==> config.mk <==
export PLATFORM = sky130hd
export DESIGN_NAME = inst_loader_flat
export DESIGN_NICKNAME = d
export VERILOG_FILES = /design/src/rtl/inst_loader_if.sv /design/src/rtl/inst_loader.sv /design/src/flat_wrapper.sv
export SDC_FILE = /design/constraint.sdc
export NUM_CORES = 1
export LEC_CHECK = 0
export ABC_AREA = 1
export CAP_MARGIN = 10
export CORE_ASPECT_RATIO = 1.25
export CORE_MARGIN = 1.5
export CORE_UTILIZATION = 40
export DETAILED_ROUTE_END_ITERATION = 10
export HOLD_SLACK_MARGIN = 0.12
export SYNTH_ARGS = -nofsm -noshare
export SYNTH_HDL_FRONTEND = slang
export SYNTH_SLANG_ARGS = --single-unit
==> constraint.sdc <==
create_clock -name clk -period 7 [get_ports clk]
set_clock_uncertainty 0.1 [all_clocks]
set_input_delay 1.4 -clock clk [delete_from_list [all_inputs] [get_ports clk]]
set_output_delay 1.4 -clock clk [all_outputs]
set_load 0.03 [all_outputs]
==> src/rtl/inst_loader_if.sv <==
// Byte-stream input and instruction-memory write port of the boot loader.
// The loader takes the slave side; the feeding host / memory takes the master side.
interface inst_loader_if #(
  parameter int ADDR_W = 8
) ();
  logic [7:0]        in_data;
  logic              in_valid;
  logic              in_ready;
  logic              imem_we;
  logic [ADDR_W-1:0] imem_addr;
  logic [31:0]       imem_wdata;

  modport slave (
    input  in_data,
    input  in_valid,
    output in_ready,
    output imem_we,
    output imem_addr,
    output imem_wdata
  );

  modport master (
    output in_data,
    output in_valid,
    input  in_ready,
    input  imem_we,
    input  imem_addr,
    input  imem_wdata
  );
endinterface

==> src/rtl/inst_loader.sv <==
// Boot-time instruction loader: parses LEN_HI, LEN_LO, 4*N little-endian data
// bytes and an XOR checksum, writes words sequentially into instruction memory
// and releases the core reset only after a complete, checksum-clean image.
module inst_loader #(
  parameter int ADDR_W = 8
) (
  input  logic         clk,
  input  logic         rst,
  inst_loader_if.slave bus,
  input  logic         start,
  output logic         cpu_rst_n,
  output logic         done,
  output logic         err
);

  typedef enum logic [2:0] {
    S_LEN_HI = 3'd0,
    S_LEN_LO = 3'd1,
    S_DATA   = 3'd2,
    S_CSUM   = 3'd3,
    S_DONE   = 3'd4,
    S_ERR    = 3'd5
  } state_t;

  // Memory capacity in words; a length equal to this is legal and fills memory.
  localparam logic [31:0] DEPTH = 32'd1 << ADDR_W;

  // Running frame checksum: fold one more byte into the accumulator.
  function automatic logic [7:0] csum_fold(input logic [7:0] acc, input logic [7:0] b);
    return acc ^ b;
  endfunction

  state_t            state_r;
  state_t            state_nxt_s;
  logic [7:0]        len_hi_r;
  logic [ADDR_W:0]   len_r;
  logic [ADDR_W:0]   word_cnt_r;
  logic [ADDR_W:0]   word_inc_s;
  logic [1:0]        byte_cnt_r;
  logic [23:0]       asm_r;
  logic [7:0]        xor_r;
  logic              in_ready_r;
  logic              imem_we_r;
  logic [ADDR_W-1:0] imem_addr_r;
  logic [31:0]       imem_wdata_r;
  logic              done_r;
  logic              err_r;
  logic              accept_s;
  logic              word_done_s;
  logic              restart_s;
  logic              ready_nxt_s;
  logic              done_nxt_s;
  logic              err_nxt_s;
  logic [31:0]       len_ext_s;

  assign accept_s   = bus.in_valid & in_ready_r;
  assign len_ext_s  = {16'd0, len_hi_r, bus.in_data};
  assign word_inc_s = word_cnt_r + {{ADDR_W{1'b0}}, 1'b1};

  assign bus.in_ready   = in_ready_r;
  assign bus.imem_we    = imem_we_r;
  assign bus.imem_addr  = imem_addr_r;
  assign bus.imem_wdata = imem_wdata_r;
  assign done           = done_r;
  assign err            = err_r;
  assign cpu_rst_n      = done_r;

  // State register.
  always_ff @(posedge clk or posedge rst) begin
    if (rst) begin
      state_r <= S_LEN_HI;
    end else begin
      state_r <= state_nxt_s;
    end
  end

  // Next-state decode from the current state and the accepted byte.
  always_comb begin
    state_nxt_s = state_r;
    case (state_r)
      S_LEN_HI: begin
        if (accept_s) state_nxt_s = S_LEN_LO;
        else          state_nxt_s = S_LEN_HI;
      end
      S_LEN_LO: begin
        if (!accept_s)              state_nxt_s = S_LEN_LO;
        else if (len_ext_s > DEPTH) state_nxt_s = S_ERR;
        else if (len_ext_s == 32'd0) state_nxt_s = S_CSUM;
        else                        state_nxt_s = S_DATA;
      end
      S_DATA: begin
        if (accept_s && (byte_cnt_r == 2'd3) && (word_inc_s == len_r)) state_nxt_s = S_CSUM;
        else                                                           state_nxt_s = S_DATA;
      end
      S_CSUM: begin
        if (!accept_s)                state_nxt_s = S_CSUM;
        else if (bus.in_data == xor_r) state_nxt_s = S_DONE;
        else                          state_nxt_s = S_ERR;
      end
      S_DONE: begin
        if (start) state_nxt_s = S_LEN_HI;
        else       state_nxt_s = S_DONE;
      end
      S_ERR: begin
        if (start) state_nxt_s = S_LEN_HI;
        else       state_nxt_s = S_ERR;
      end
      default: state_nxt_s = S_LEN_HI;
    endcase
  end

  // Per-cycle control strobes and next values of the registered status outputs.
  always_comb begin
    word_done_s = 1'b0;
    restart_s   = 1'b0;
    case (state_r)
      S_DATA: begin
        if (accept_s && (byte_cnt_r == 2'd3)) word_done_s = 1'b1;
        else                                  word_done_s = 1'b0;
      end
      S_DONE, S_ERR: begin
        restart_s = start;
      end
      default: begin
        word_done_s = 1'b0;
        restart_s   = 1'b0;
      end
    endcase
    ready_nxt_s = (state_nxt_s != S_DONE) && (state_nxt_s != S_ERR);
    done_nxt_s  = (state_nxt_s == S_DONE);
    err_nxt_s   = (state_nxt_s == S_ERR);
  end

  // Datapath: length capture, word assembly, checksum, counters and write port.
  always_ff @(posedge clk or posedge rst) begin
    if (rst) begin
      len_hi_r     <= 8'd0;
      len_r        <= '0;
      word_cnt_r   <= '0;
      byte_cnt_r   <= 2'd0;
      asm_r        <= 24'd0;
      xor_r        <= 8'd0;
      in_ready_r   <= 1'b1;
      imem_we_r    <= 1'b0;
      imem_addr_r  <= '0;
      imem_wdata_r <= 32'd0;
      done_r       <= 1'b0;
      err_r        <= 1'b0;
    end else begin
      in_ready_r <= ready_nxt_s;
      done_r     <= done_nxt_s;
      err_r      <= err_nxt_s;
      imem_we_r  <= word_done_s;
      if (word_done_s) begin
        imem_addr_r  <= word_cnt_r[ADDR_W-1:0];
        imem_wdata_r <= {bus.in_data, asm_r};
      end
      if (restart_s) begin
        xor_r      <= 8'd0;
        byte_cnt_r <= 2'd0;
        word_cnt_r <= '0;
      end else if (accept_s) begin
        xor_r <= csum_fold(xor_r, bus.in_data);
        case (state_r)
          S_LEN_HI: len_hi_r <= bus.in_data;
          S_LEN_LO: len_r    <= len_ext_s[ADDR_W:0];
          S_DATA: begin
            byte_cnt_r <= byte_cnt_r + 2'd1;
            // Bytes arrive LSB first, so shift in from the top of the word.
            if (byte_cnt_r == 2'd3) word_cnt_r <= word_inc_s;
            else                    asm_r      <= {bus.in_data, asm_r[23:8]};
          end
          default: begin
          end
        endcase
      end
    end
  end

endmodule
==> src/flat_wrapper.sv <==
// flat-port wrapper written by rule: the top's interface ports become plain ports
module inst_loader_flat 
#(
  parameter int ADDR_W = 8
)
  (clk, rst, start, cpu_rst_n, done, err, bus_in_data, bus_in_valid, bus_in_ready, bus_imem_we, bus_imem_addr, bus_imem_wdata);
  inst_loader_if #(.ADDR_W(ADDR_W)) bus_i ();
  input  logic clk;
  input  logic rst;
  input  logic start;
  output logic cpu_rst_n;
  output logic done;
  output logic err;
  input wire logic [$bits(bus_i.in_data)-1:0] bus_in_data;
  input wire logic [$bits(bus_i.in_valid)-1:0] bus_in_valid;
  output wire logic [$bits(bus_i.in_ready)-1:0] bus_in_ready;
  output wire logic [$bits(bus_i.imem_we)-1:0] bus_imem_we;
  output wire logic [$bits(bus_i.imem_addr)-1:0] bus_imem_addr;
  output wire logic [$bits(bus_i.imem_wdata)-1:0] bus_imem_wdata;
  assign bus_i.in_data = bus_in_data;
  assign bus_i.in_valid = bus_in_valid;
  assign bus_in_ready = bus_i.in_ready;
  assign bus_imem_we = bus_i.imem_we;
  assign bus_imem_addr = bus_i.imem_addr;
  assign bus_imem_wdata = bus_i.imem_wdata;
  inst_loader #(.ADDR_W(ADDR_W)) u_core (.clk(clk), .rst(rst), .bus(bus_i), .start(start), .cpu_rst_n(cpu_rst_n), .done(done), .err(err));
endmodule
Yosys cells after proc, flatten, opt, wreduce, memory -nomap -nowiden
Index checks and enable logic that the tools add are counted.

cells by class
  $add $sub $neg = 2
  multipliers = 0
  divide/modulo/power cells = 0
  order comparisons = 1
  equal/unequal tests = 12
  shift-type cells = 0
  muxes and demuxes = 22
  bitwise logic cells = 4
  reduce and logical (&&, ||, !) cells = 14

operators with widths
  kind                 number
  $mux 9               4
  $logic_not 32->1     1
  $pmux 3 s6           1
  $gt 16x9->1 const B  1
  $mux 8               2
  $mux 3               5
  $eq 3x3->1 const B   4
  $add 9x1->9 const B  1
  $eq 9x9->1           1
  $reduce_and 3->1     3
  $eq 8x8->1           1
  $xor 8x8->8          1
  $mux 1               7
  $eq 3x2->1 const B   2
  $mux 2               3
  $ne 3x3->1 const B   2
  $reduce_bool 2->1    3
  $reduce_and 4->1     1
  $eq 3x1->1 const B   1
  $logic_and 1x1->1    3
  $logic_not 3->1      1
  $add 2x1->2 const B  1
  $eq 2x2->1 const B   1
  $not 1->1            2
  other kinds (3)      3

storage, ports and cells
  flip-flop bits (word level) = 107
  bits in latches = 0
  bits in writable memories = 0
  memory bits (read-only) = 0
  bits of input ports = 12
  output and inout bits = 45
  word-level logic and storage cells = 68
  memories = 0

Logic depth before layout (Yosys ltp)
Gate-level depths: netlist of run 1.

  depth in word-level cells = 7
  mapped depth = 13

Worst setup path after synthesis of run 1
Ideal clock, no wire load.

  kind = input-to-reg
  start = in bus_in_valid
  end = reg u_core.imem_addr_r[3], in the netlist u_core.bus.imem_addr[3]
  arrival time = 2.338 ns
  setup slack = 4.432 ns
  cell stages on the path = 9
  buffers on the path = 2
  path through = nand2_1 > inv_1 > nand2_1 > nor2_4 > inv_2 > buf_2 > buf_2 > nand2_1 > o21ai_0

on the way
  word-level cells in the longest chain between the ends = 4

RTL lines
  item                  line                text
  from (decl)           flat_wrapper.sv:15  input wire logic [$bits(bus_i.in_valid)-1:0] bus_in_valid;
  $and 1x1->1           inst_loader.sv:56   assign accept_s = bus.in_valid & in_ready_r;
  $logic_and 1x1->1     inst_loader.sv:118  if (accept_s && (byte_cnt_r == 2'd3)) word_done_s = 1'b1;
  $mux 1                inst_loader.sv:118
  $mux 1                inst_loader.sv:116  case (state_r)
  to (signal assigned)  inst_loader.sv:155  imem_addr_r <= word_cnt_r[ADDR_W-1:0];
  to (decl)             inst_loader.sv:44   logic [ADDR_W-1:0] imem_addr_r;

Every way passes these cells.
A chain may end at the register's enable or synchronous reset.

Worst setup path after layout of run 1
  start = in bus_in_valid
  end = reg u_core.word_cnt_r[3]

on the way
  word-level cells in the longest chain between the ends = 3

RTL lines
  item                                line                text
  $and 1x1->1                         inst_loader.sv:56
  $reduce_bool 2->1 (no source line)  n/a
  $reduce_and 3->1 (no source line)   n/a
  to (signal assigned)                inst_loader.sv:170  if (byte_cnt_r == 2'd3) word_cnt_r <= word_inc_s;
  to (decl)                           inst_loader.sv:37   logic [ADDR_W:0] word_cnt_r;

Every way passes these cells.

==> results by group, run 1 <==
Worst hold path
  – Min-delay worst type: flip-flop to flip-flop

Place
  – Placed insts: 703
  – GPL Wtd Cong: 0.838
  – Placed inst area: 0.00523 sq mm
  – HPWL Detailed: 6430 um
  – Port buffer count: 56

Detailed routing
  – Via-to-Cell Ratio: 4.83
  – Antenna Violating Nets Remaining: 0
  – DR WL/cell: 12.9 um
  – DRC Markers: 3
  – Drt pass-1 iters: 8
  – Final WL: 9240 um
  – Detailed router's first-iteration violation count: 212
  – Via Count: 3,471

Flow run
  – Number of max-cap violations: 0

Global route
  – GRT Residual Overflow: 0
  – Vias in the first global route: 3,331
  – Total GRT Usage: 0.167
  – Busiest grt layer: met2
  – Initial antenna violation count: 0
  – Met2 Use GR: 0.261
  – GR Util met1: 0.229
  – Met3 Track Usage GR: 0.0387
  – First-pass GRT wire length: 16,000 um
  – Largest net degree at the start of global routing: 56

Yosys
  – Sequential area share after synthesis: 0.584
  – Ys Warns: 0
  – Netlist cell types: 28
  – Synth Area per Inst: 8.68 sq um
  – Mapped Area: 0.00459 sq mm
  – Async S/R FF share, synth: 1.00
  – Number of flops mapped to enable cells by yosys: 0
  – Syn_nets: 543
  – Seq cells post-synth: 107
  – Most used DFF post-synth: dfrtp_1
  – Syn Inst Count: 529

CTS
  – Post-CTS Resized: 0
  – Root Buffer: clkbuf_16
  – Num Clock Sinks: 107
  – Longest Clk Path Bufs: 2
  – Worst-path clk slew: 0.07 ns
  – Inserted Clock Buffers: 9
  – Post-CTS setup buffer count: 0
  – Clk Latency, worst-skew pair: 0.35 ns
  – H-tree depth: 3
  – CTS tree: yes
  – Hold-fix buffers at CTS: 0

Critical path
  – Critical path arrival: 4.01 ns
  – CP max FO: 41
  – Required @ worst endpoint: 7.12 ns
  – CP max stage delay: 0.45 ns
  – Worst path most repeated cell: nand2_1
  – CP Launch Type: input port
  – CP Capture Type: flip-flop
  – Critical path type: input port to flip-flop
  – Sequence of cells on the critical path: clkdlybuf4s50_1, nand2_1, inv_1, nand2_1, nor2_4, inv_2, buf_4, nand2_1, o21ai_0
  – Max stage delay cell, worst path: clkdlybuf4s50_1

Finish
  – # diodes: 0
  – Area grow syn2layout: 20.0%
  – Most common cell after layout, fill and taps aside: nand2_1
  – Most frequent cells in the layout: nand2_1 (168), dfrtp_1 (106), o21ai_0 (67)
  – Final nets: 593
  – Final Instance Area: 0.00551 sq mm
  – Non-filler cells, final: 718
  – Share of cells above drive strength 1: 0.0549

Die
  – Die height: 123 um
  – Initial core utilization: 0.412
  – CORE AREA: 0.0111 sq mm
  – Row count: 43
  – DIE AREA: 0.0121 sq mm
  – Top Ports: 57
  – Die Wd: 98.8 um

Timing
  – Slew HR: 0.546
  – Final hold vios: 0
  – Fmax: 0.257 GHz
  – Fin crit share: 0.557
  – Slew @ Worst Pin: 0.680 ns
  – TNS Setup: 0 ns
  – Tmin final: 3.90 ns
  – Final Max Tran Viols: 0
  – Final setup violation count: 0
  – RSZ-0062 raised after global routing: false

Power
  – Maximum VDD drop: 0.159 mV
  – Lkg Pwr: 2.59 nW
  – Design Power: 1.81 mW
  – Power per cell area: 328 mW/mm^2

Status
  – Status: complete, but fails checks
  – Failing checks: design-rule violations
cell type report:
type / instances / area, sq um
Clock buffer: 11 / 243
Clock inverter: 4 / 35.0
Fill cell: 1059 / 5630
Inverter: 63 / 239
Multi-Input combinational cell: 339 / 1560
Sequential cell: 107 / 2680
Tap cell: 135 / 169
Timing Repair Buffer: 59 / 583
state kept, by name, summed over array words and instances (netlist names):
name and cells:
u_core.bus.imem_addr 8, u_core.state_r 3, u_core.bus.in_ready 1, u_core.word_cnt_r 9, u_core.asm_r 24, u_core.cpu_rst_n 1, u_core.bus.imem_we 1, u_core.len_r 9
u_core.bus.imem_wdata 32, u_core.err 1, u_core.byte_cnt_r 2, u_core.len_hi_r 8, u_core.xor_r 8
metrics by stage:
step,worst slack (ns),hold slack (ns),utilization
3_3_place_gp,2.80,0.357,0.470
6_report,3.10,0.370,0.495
2_1_floorplan,2.68,0.349,-
4_1_cts,3.08,0.377,0.495
3_5_place_dp,2.72,0.360,0.470
5_1_grt,2.78,0.405,0.495
synth_stat cells, types with 4 or more instances:
library cell,number,area share
nor2_1,24,0.020
dfrtp_1,106,0.58
buf_2,6,0.0065
o22ai_1,5,0.0068
a21oi_1,10,0.011
nand2_1,168,0.14
nor2_4,4,0.0098
o21ai_0,67,0.073
inv_1,60,0.049
xnor2_1,5,0.0095
nand3_1,26,0.028
clkbuf_1,8,0.0065
o21ai_2,4,0.0076
o21ai_1,16,0.017
where the power goes:
| group | total (mW) | switching (mW) | internal (mW) |
|---|---|---|---|
| registers | 0.859 | 0.0867 | 0.772 |
| logic | 0.471 | 0.290 | 0.181 |
| clock network | 0.479 | 0.226 | 0.253 |
kinds of logic (layout without fill, tap and decap cells):
kind of cell / after synthesis / in the layout / synth area share
AOI/OAI and AO/OA: 105 / 105 / 0.122
xor gates and xnor gates: 6 / 6 / 0.0114
adders and majority gates: 2 / 2 / 0.00545
buffers and inverters: 83 / 137 / 0.0760
DFF: 107 / 107 / 0.584
and+or+nand+nor: 226 / 226 / 0.202
final timing paths:
| kind | from | to | slack, ns | cells past startpoint |
|---|---|---|---|---|
| max | bus_in_valid | u_core.word_cnt_r[3]$_DFFE_PP0P_ | 3.10 | 9 |
| min | u_core.bus.imem_wdata[3]$_DFFE_PP0P_ | u_core.bus.imem_wdata[3]$_DFFE_PP0P_ | 0.37 | 2 |
| max reg2reg | u_core.bus.in_ready$_DFF_PP1_ | u_core.word_cnt_r[3]$_DFFE_PP0P_ | 4.08 | 8 |
| min reg2reg | u_core.bus.imem_wdata[3]$_DFFE_PP0P_ | u_core.bus.imem_wdata[3]$_DFFE_PP0P_ | 0.37 | 2 |
| max in group asynchronous | rst | u_core.bus.imem_wdata[23]$_DFFE_PP0P_ | 4.27 | 3 |
| min in group asynchronous | rst | u_core.bus.imem_addr[7]$_DFFE_PP0P_ | 1.39 | 2 |
routing by layer:
metal / up-vias / part of all wire
met5: - / 0
li1: 1780 / -
met2: 69 / 0.47
met3: 11 / 0.036
met4: 0 / 0.014
met1: 1611 / 0.48
worst max-delay path: cells and delay by family:
family / cells / cell delay (ns)
AND/OR/NAND/NOR: 4 / 0.92
buffers and inverters: 4 / 1.53
AO/OA/AOI/OAI: 1 / 0.14
(Power assumes the default switching activity.)
==> run 2: changes to the inputs <==
Clock period 7 ns to 3.5 ns, I/O delays scaled along.
==> results by group, run 2 (synthesis gave the netlist of run 1 again) <==
Timing
  – Slew @ Worst Pin: 0.579 ns (-0.102 ns)
  – Slew HR: 0.614 (+0.0677)
  – Final hold slack: 0.371 ns (+0.000832 ns)
  – Tmin final: 2.41 ns
  – Final Max Tran Viols: 0 (unchanged)
  – Setup ws final: 1.09 ns (-2.01 ns)
  – Final setup violation count: 0 (unchanged)
  – Fmax: 0.415 GHz
  – Final hold vios: 0 (unchanged)
  – TNS Setup: 0 ns (unchanged)
  – RSZ-0062 raised after global routing: false
  – Fin crit share: 0.689

Die
  – Top Ports: 57 (unchanged)
  – Initial core utilization: 0.412 (unchanged)
  – DIE AREA: 0.0121 sq mm (unchanged)
  – Die height: 123 um (unchanged)
  – Die Wd: 98.8 um (unchanged)
  – Row count: 43 (unchanged)
  – CORE AREA: 0.0111 sq mm (unchanged)

CTS
  – Hold-fix buffers at CTS: 0 (unchanged)
  – CTS tree: yes
  – Inserted Clock Buffers: 9 (unchanged)
  – Post-CTS setup buffer count: 0 (unchanged)
  – Clk Latency, worst-skew pair: 0.34 ns (about the same)
  – Worst-path clk slew: 0.07 ns (about the same)
  – Root Buffer: clkbuf_16
  – Longest Clk Path Bufs: 2 (unchanged)
  – Post-CTS Resized: 0 (unchanged)
  – Num Clock Sinks: 107 (unchanged)
  – H-tree depth: 3 (unchanged)

Finish
  – Non-filler cells, final: 720 (+0.28%)
  – Most common cell after layout, fill and taps aside: nand2_1
  – # diodes: 0 (unchanged)
  – Max reg flops: 32 (unchanged)
  – Share of cells above drive strength 1: 0.0581 (+0.00323)
  – Final nets: 594 (+0.17%)
  – Most frequent cells in the layout: nand2_1 (168), dfrtp_1 (106), o21ai_0 (67)
  – Final Instance Area: 0.00557 sq mm (+1.1%)
  – Area grow syn2layout: 21.3%

Place
  – GPL Wtd Cong: 0.858 (+2.4%)
  – Pre-CTS WS: 0.762 ns (-1.96 ns)
  – Placed inst area: 0.00527 sq mm (+0.65%)
  – Placed insts: 704 (+0.14%)
  – Port buffer count: 56 (unchanged)
  – HPWL Detailed: 6360 um (-1.1%)

Power
  – Maximum VDD drop: 0.273 mV (+72%)
  – Proportion of power drawn by the clock network: 0.276 (+0.011)
  – Power per cell area: 664 mW/mm^2 (+100%)
  – Net Sw Frac: 0.327 (-0.00658)
  – Combinational power share: 0.258 (-0.002)
  – Sequential power share: 0.467 (-0.008)
  – P_sw: 1.21 mW (+100%)
  – Internal power: 2.49 mW (+110%)
  – Lkg Pwr: 2.61 nW (+0.82%)

Global route
  – Total GRT Usage: 0.163 (-0.00464)
  – Vias in the first global route: 3,283 (-1.4%)
  – Initial antenna violation count: 0 (unchanged)
  – GRT Residual Overflow: 0 (unchanged)
  – Largest net degree at the start of global routing: 108 (+93%)
  – First-pass GRT wire length: 15,600 um (-2.6%)

Worst hold path
  – Min-Delay Path Depth: 2 (unchanged)
  – Min-delay worst type: flip-flop to flip-flop
  – Hold path startpoint: u_core.bus.imem_wdata[0]$_DFFE_PP0P_
  – WHS Endpoint: u_core.bus.imem_wdata[0]$_DFFE_PP0P_

Flow run
  – Number of max-cap violations: 0 (unchanged)

Critical path
  – Critical path arrival: 2.54 ns (-1.47 ns)
  – CP max stage delay: 0.45 ns (about the same)
  – Critical Path Start: bus_in_valid
  – Reg2reg path depth: 9 (+1)
  – Critical R2R Launch: u_core.bus.in_ready$_DFF_PP1_
  – Family with the most delay on the worst path: simple AND/OR/NAND/NOR gates
  – CP max FO: 20 (-51%)
  – Reg-to-reg endpoint: u_core.cpu_rst_n$_DFF_PP0_
  – CP Launch Type: input port
  – Required @ worst endpoint: 3.63 ns (-3.49 ns)
  – Worst path most repeated cell: nand2_1
  – WP buf/inv: 3 (-1)
  – Critical path type: input port to flip-flop
  – Max stage delay cell, worst path: clkdlybuf4s50_1
  – CP Capture Type: flip-flop
  – Reg2reg setup slack: 1.37 ns (-2.71 ns)
  – Sequence of cells on the critical path: clkdlybuf4s50_1, nand2_1, inv_1, buf_4, nand3_1, o21a_1, nand2_1, nor2_1, nand2_1, nor2_1

Status
  – Failing checks: design-rule violations
  – Status: complete, but fails checks

Detailed routing
  – DRC Markers: 5 (+2)
  – Antenna Violating Nets Remaining: 0 (unchanged)
  – Via Count: 3,508 (+1.1%)
  – Final WL: 9290 um (+0.60%)
  – DR WL/cell: 12.9 um (+0.32%)
  – Drt pass-1 iters: 8 (unchanged)
  – Detailed router's first-iteration violation count: 192 (-9.4%)
  – Via-to-Cell Ratio: 4.87 (+0.79%)
-- run 2: changes by cell type in the layout (fill, tap and decap cells not counted) --
cell	delta
clkinv_4	-1
clkinvlp_4	+2
buf_12	+2
inv_6	-1
inv_4	-1
buf_4	-1
bufinv_16	+1
clkinv_2	+1
-- run 2: area by class of cell --
cell class | count | area (sq um)
fill | 1047 | 5570
sequential | 107 | 2680
multi-input combinational | 339 | 1560
timing repair buffer | 60 | 616
clock buffer | 11 | 243
inverter | 63 | 240
tap | 135 | 169
clock inverter | 5 | 60.1
-- run 2: routing by layer --
layer,GRT usage,wire [um],part of all wire,vias to the layer above
met5,0,0,0,-
met3,0.0239,316,0.034,14
met4,0.0795,155,0.017,0
met2,0.251,4350,0.47,80
met1,0.225,4470,0.48,1634
li1,-,-,-,1780
-- run 2: worst max-delay path by stage --
stage                     depth (start not counted)  slack, ns                                     to
after detailed placement                         10       0.76             u_core.cpu_rst_n$_DFF_PP0_
final                                            10       1.09             u_core.cpu_rst_n$_DFF_PP0_
after CTS                                        10       1.12             u_core.cpu_rst_n$_DFF_PP0_
after global routing                              8       0.92  u_core.bus.imem_wdata[25]$_DFFE_PP0P_
after floorplan                                   1       1.41            u_core.asm_r[0]$_DFFE_PP0P_
after global placement                           12       0.78             u_core.cpu_rst_n$_DFF_PP0_
-- run 2: metrics by stage --
step	utilization	total power, mW
6_report	0.500	3.70
5_1_grt	0.500	3.95
4_1_cts	0.500	3.74
3_5_place_dp	0.473	2.70
3_3_place_gp	0.473	2.67
2_1_floorplan	-	2.42
-- run 2: power by group through the flow --
stage                     clock, mW  sequential (mW)  combinational (mW)
after floorplan                   0             1.80               0.622
after global placement            0             1.73               0.936
after detailed placement          0             1.75               0.958
after CTS                      1.05             1.72               0.967
after global routing           1.09             1.76                1.09
final                          1.02             1.72               0.953
-- run 2: tightest hold or removal path, delay by kind of cell, from the launching register on --
kind             cells  cell delay, ns
flip-flops           1            0.34
AND/OR/NAND/NOR      2            0.09
==> run 3: changes to the inputs <==
Clock period 3.5 ns to 2.4 ns, I/O delays scaled along.
==> results by group, run 3 (synthesis gave the netlist of run 1 again) <==
Global route
  – Largest net degree at the start of global routing: 62 (-43%)
  – Vias in the first global route: 3,392 (+3.3%)
  – Total GRT Usage: 0.168 (+0.00594)
  – Initial antenna violation count: 0 (unchanged)
  – GRT Residual Overflow: 0 (unchanged)
  – First-pass GRT wire length: 16,100 um (+3.3%)

Detailed routing
  – Via Count: 3,519 (+0.31%)
  – Via-to-Cell Ratio: 4.85 (-0.52%)
  – Final WL: 9590 um (+3.2%)
  – DR WL/cell: 13.2 um (+2.3%)
  – Antenna Violating Nets Remaining: 0 (unchanged)
  – DRC Markers: 5 (unchanged)
  – Detailed router's first-iteration violation count: 189 (-1.6%)
  – Drt pass-1 iters: 10 (+2)

Worst hold path
  – WHS Endpoint: u_core.bus.imem_wdata[1]$_DFFE_PP0P_
  – Min-Delay Path Depth: 2 (unchanged)
  – Min-delay worst type: flip-flop to flip-flop
  – Hold path startpoint: u_core.bus.imem_wdata[1]$_DFFE_PP0P_

Power
  – Lkg Pwr: 2.64 nW (+1.0%)
  – Design Power: 5.39 mW (+46%)
  – Maximum VDD drop: 0.474 mV (+73%)
  – Power per cell area: 962 mW/mm^2 (+45%)

CTS
  – H-tree depth: 3 (unchanged)
  – Worst-path clk slew: 0.07 ns (about the same)
  – Longest Clk Path Bufs: 2 (unchanged)
  – Inserted Clock Buffers: 9 (unchanged)
  – CTS tree: yes
  – Post-CTS Resized: 0 (unchanged)
  – Root Buffer: clkbuf_16
  – Clk Latency, worst-skew pair: 0.35 ns (about the same)
  – Hold-fix buffers at CTS: 0 (unchanged)
  – Num Clock Sinks: 107 (unchanged)
  – Post-CTS setup buffer count: 0 (unchanged)

Critical path
  – CP max FO: 2 (-90%)
  – Family with the most delay on the worst path: buffers and inverters
  – Required @ worst endpoint: 1.82 ns (-1.81 ns)
  – Sequence of cells on the critical path: clkdlybuf4s50_1
  – Critical R2R Launch: u_core.word_cnt_r[0]$_DFFE_PP0P_
  – CP max stage delay: 0.66 ns (+0.21 ns)
  – Critical path arrival: 1.54 ns (-1.00 ns)
  – Max stage delay cell, worst path: clkdlybuf4s50_1
  – WP buf/inv: 1 (-2)
  – Reg2reg setup slack: 0.55 ns (-0.82 ns)
  – Critical path type: flip-flop to output port
  – CP Capture Type: output port
  – Reg-to-reg endpoint: u_core.cpu_rst_n$_DFF_PP0_
  – Reg2reg path depth: 12 (+3)
  – CP Launch Type: flip-flop

Finish
  – Most frequent cells in the layout: nand2_1 (168), dfrtp_1 (106), o21ai_0 (67)
  – Area grow syn2layout: 22.1%
  – Final Instance Area: 0.00560 sq mm (+0.63%)
  – Final nets: 600 (+1.0%)
  – Share of cells above drive strength 1: 0.0694 (+0.0113)
  – Most common cell after layout, fill and taps aside: nand2_1
  – Non-filler cells, final: 726 (+0.83%)
  – # diodes: 0 (unchanged)
  – Max reg flops: 32 (unchanged)
  – Filler Cell Count: 1,070 (+2.2%)
  – Storage element area: 0.00268 sq mm (unchanged)
  – Multi-input gate area: 0.00156 sq mm (unchanged)

Place
  – Placed inst area: 0.00531 sq mm (+0.86%)
  – HPWL Detailed: 6710 um (+5.5%)
  – Placed insts: 710 (+0.85%)
  – Port buffer count: 56 (unchanged)
  – GPL Wtd Cong: 0.885 (+3.2%)

Die
  – Die Wd: 98.8 um (unchanged)
  – DIE AREA: 0.0121 sq mm (unchanged)
  – Top Ports: 57 (unchanged)
  – Initial core utilization: 0.412 (unchanged)
  – CORE AREA: 0.0111 sq mm (unchanged)
  – Die height: 123 um (unchanged)
  – Row count: 43 (unchanged)

Flow run
  – Number of max-cap violations: 0 (unchanged)

Timing
  – Slew @ Worst Pin: 0.489 ns (-0.0896 ns)
  – Final setup violation count: 0 (unchanged)
  – Fin crit share: 0.882
  – Final Max Tran Viols: 0 (unchanged)
  – Slew HR: 0.674 (+0.0597)
  – Fmax: 0.473 GHz
  – Tmin final: 2.12 ns
  – RSZ-0062 raised after global routing: false
  – TNS Setup: 0 ns (unchanged)
  – Final hold vios: 0 (unchanged)

Status
  – Failing checks: design-rule violations
  – Status: complete, but fails checks
==> run 3: cell count changes in the layout (fill, tap and decap cells not counted) <==
| cell | delta |
|---|---|
| inv_6 | +3 |
| bufinv_16 | -1 |
| clkbuf_8 | +1 |
| buf_4 | +6 |
| clkinvlp_4 | -1 |
| clkbuf_1 | -1 |
| clkinv_4 | -1 |
==> run 3: routing by layer <==
metal | up-vias | track usage | share of wire
met1 | 1654 | 0.225 | 0.47
met2 | 62 | 0.269 | 0.48
met3 | 15 | 0.0251 | 0.030
met4 | 0 | 0.0830 | 0.022
li1 | 1788 | - | -
met5 | - | 0 | 0
==> run 3: metrics by stage <==
stage,hold WS (ns),setup WS [ns],utilization
2_1_floorplan,0.349,0.533,-
3_3_place_gp,0.353,0.226,0.477
5_1_grt,0.406,0.247,0.503
3_5_place_dp,0.358,0.170,0.477
6_report,0.376,0.284,0.503
4_1_cts,0.377,0.270,0.503
==> run 3: area by class of cell <==
type / count / share of cell area
inverter: 63 / 0.0429
timing repair buffer: 66 / 0.118
multi-input combinational: 339 / 0.279
sequential: 107 / 0.478
clock buffer: 11 / 0.0451
clock inverter: 5 / 0.00714
tap: 135 / 0.0301
==> run 3: where the power goes <==
group,total [mW],leakage (nW),switching [mW],internal (mW)
Combinational,1.43,1.06,0.870,0.556
Sequential,2.51,1.43,0.262,2.25
Clock,1.45,0.147,0.674,0.775
==> run 3: worst max path at each step <==
stage / to / cells past startpoint / startpoint
floorplan: u_core.asm_r[0]$_DFFE_PP0P_ / 1 / rst
global route: bus_in_ready / 1 / u_core.bus.in_ready$_DFF_PP1_
global placement: u_core.asm_r[21]$_DFFE_PP0P_ / 8 / bus_in_valid
finish: bus_in_ready / 1 / u_core.bus.in_ready$_DFF_PP1_
detailed placement: u_core.cpu_rst_n$_DFF_PP0_ / 12 / bus_in_valid
CTS: bus_in_ready / 1 / u_core.bus.in_ready$_DFF_PP1_
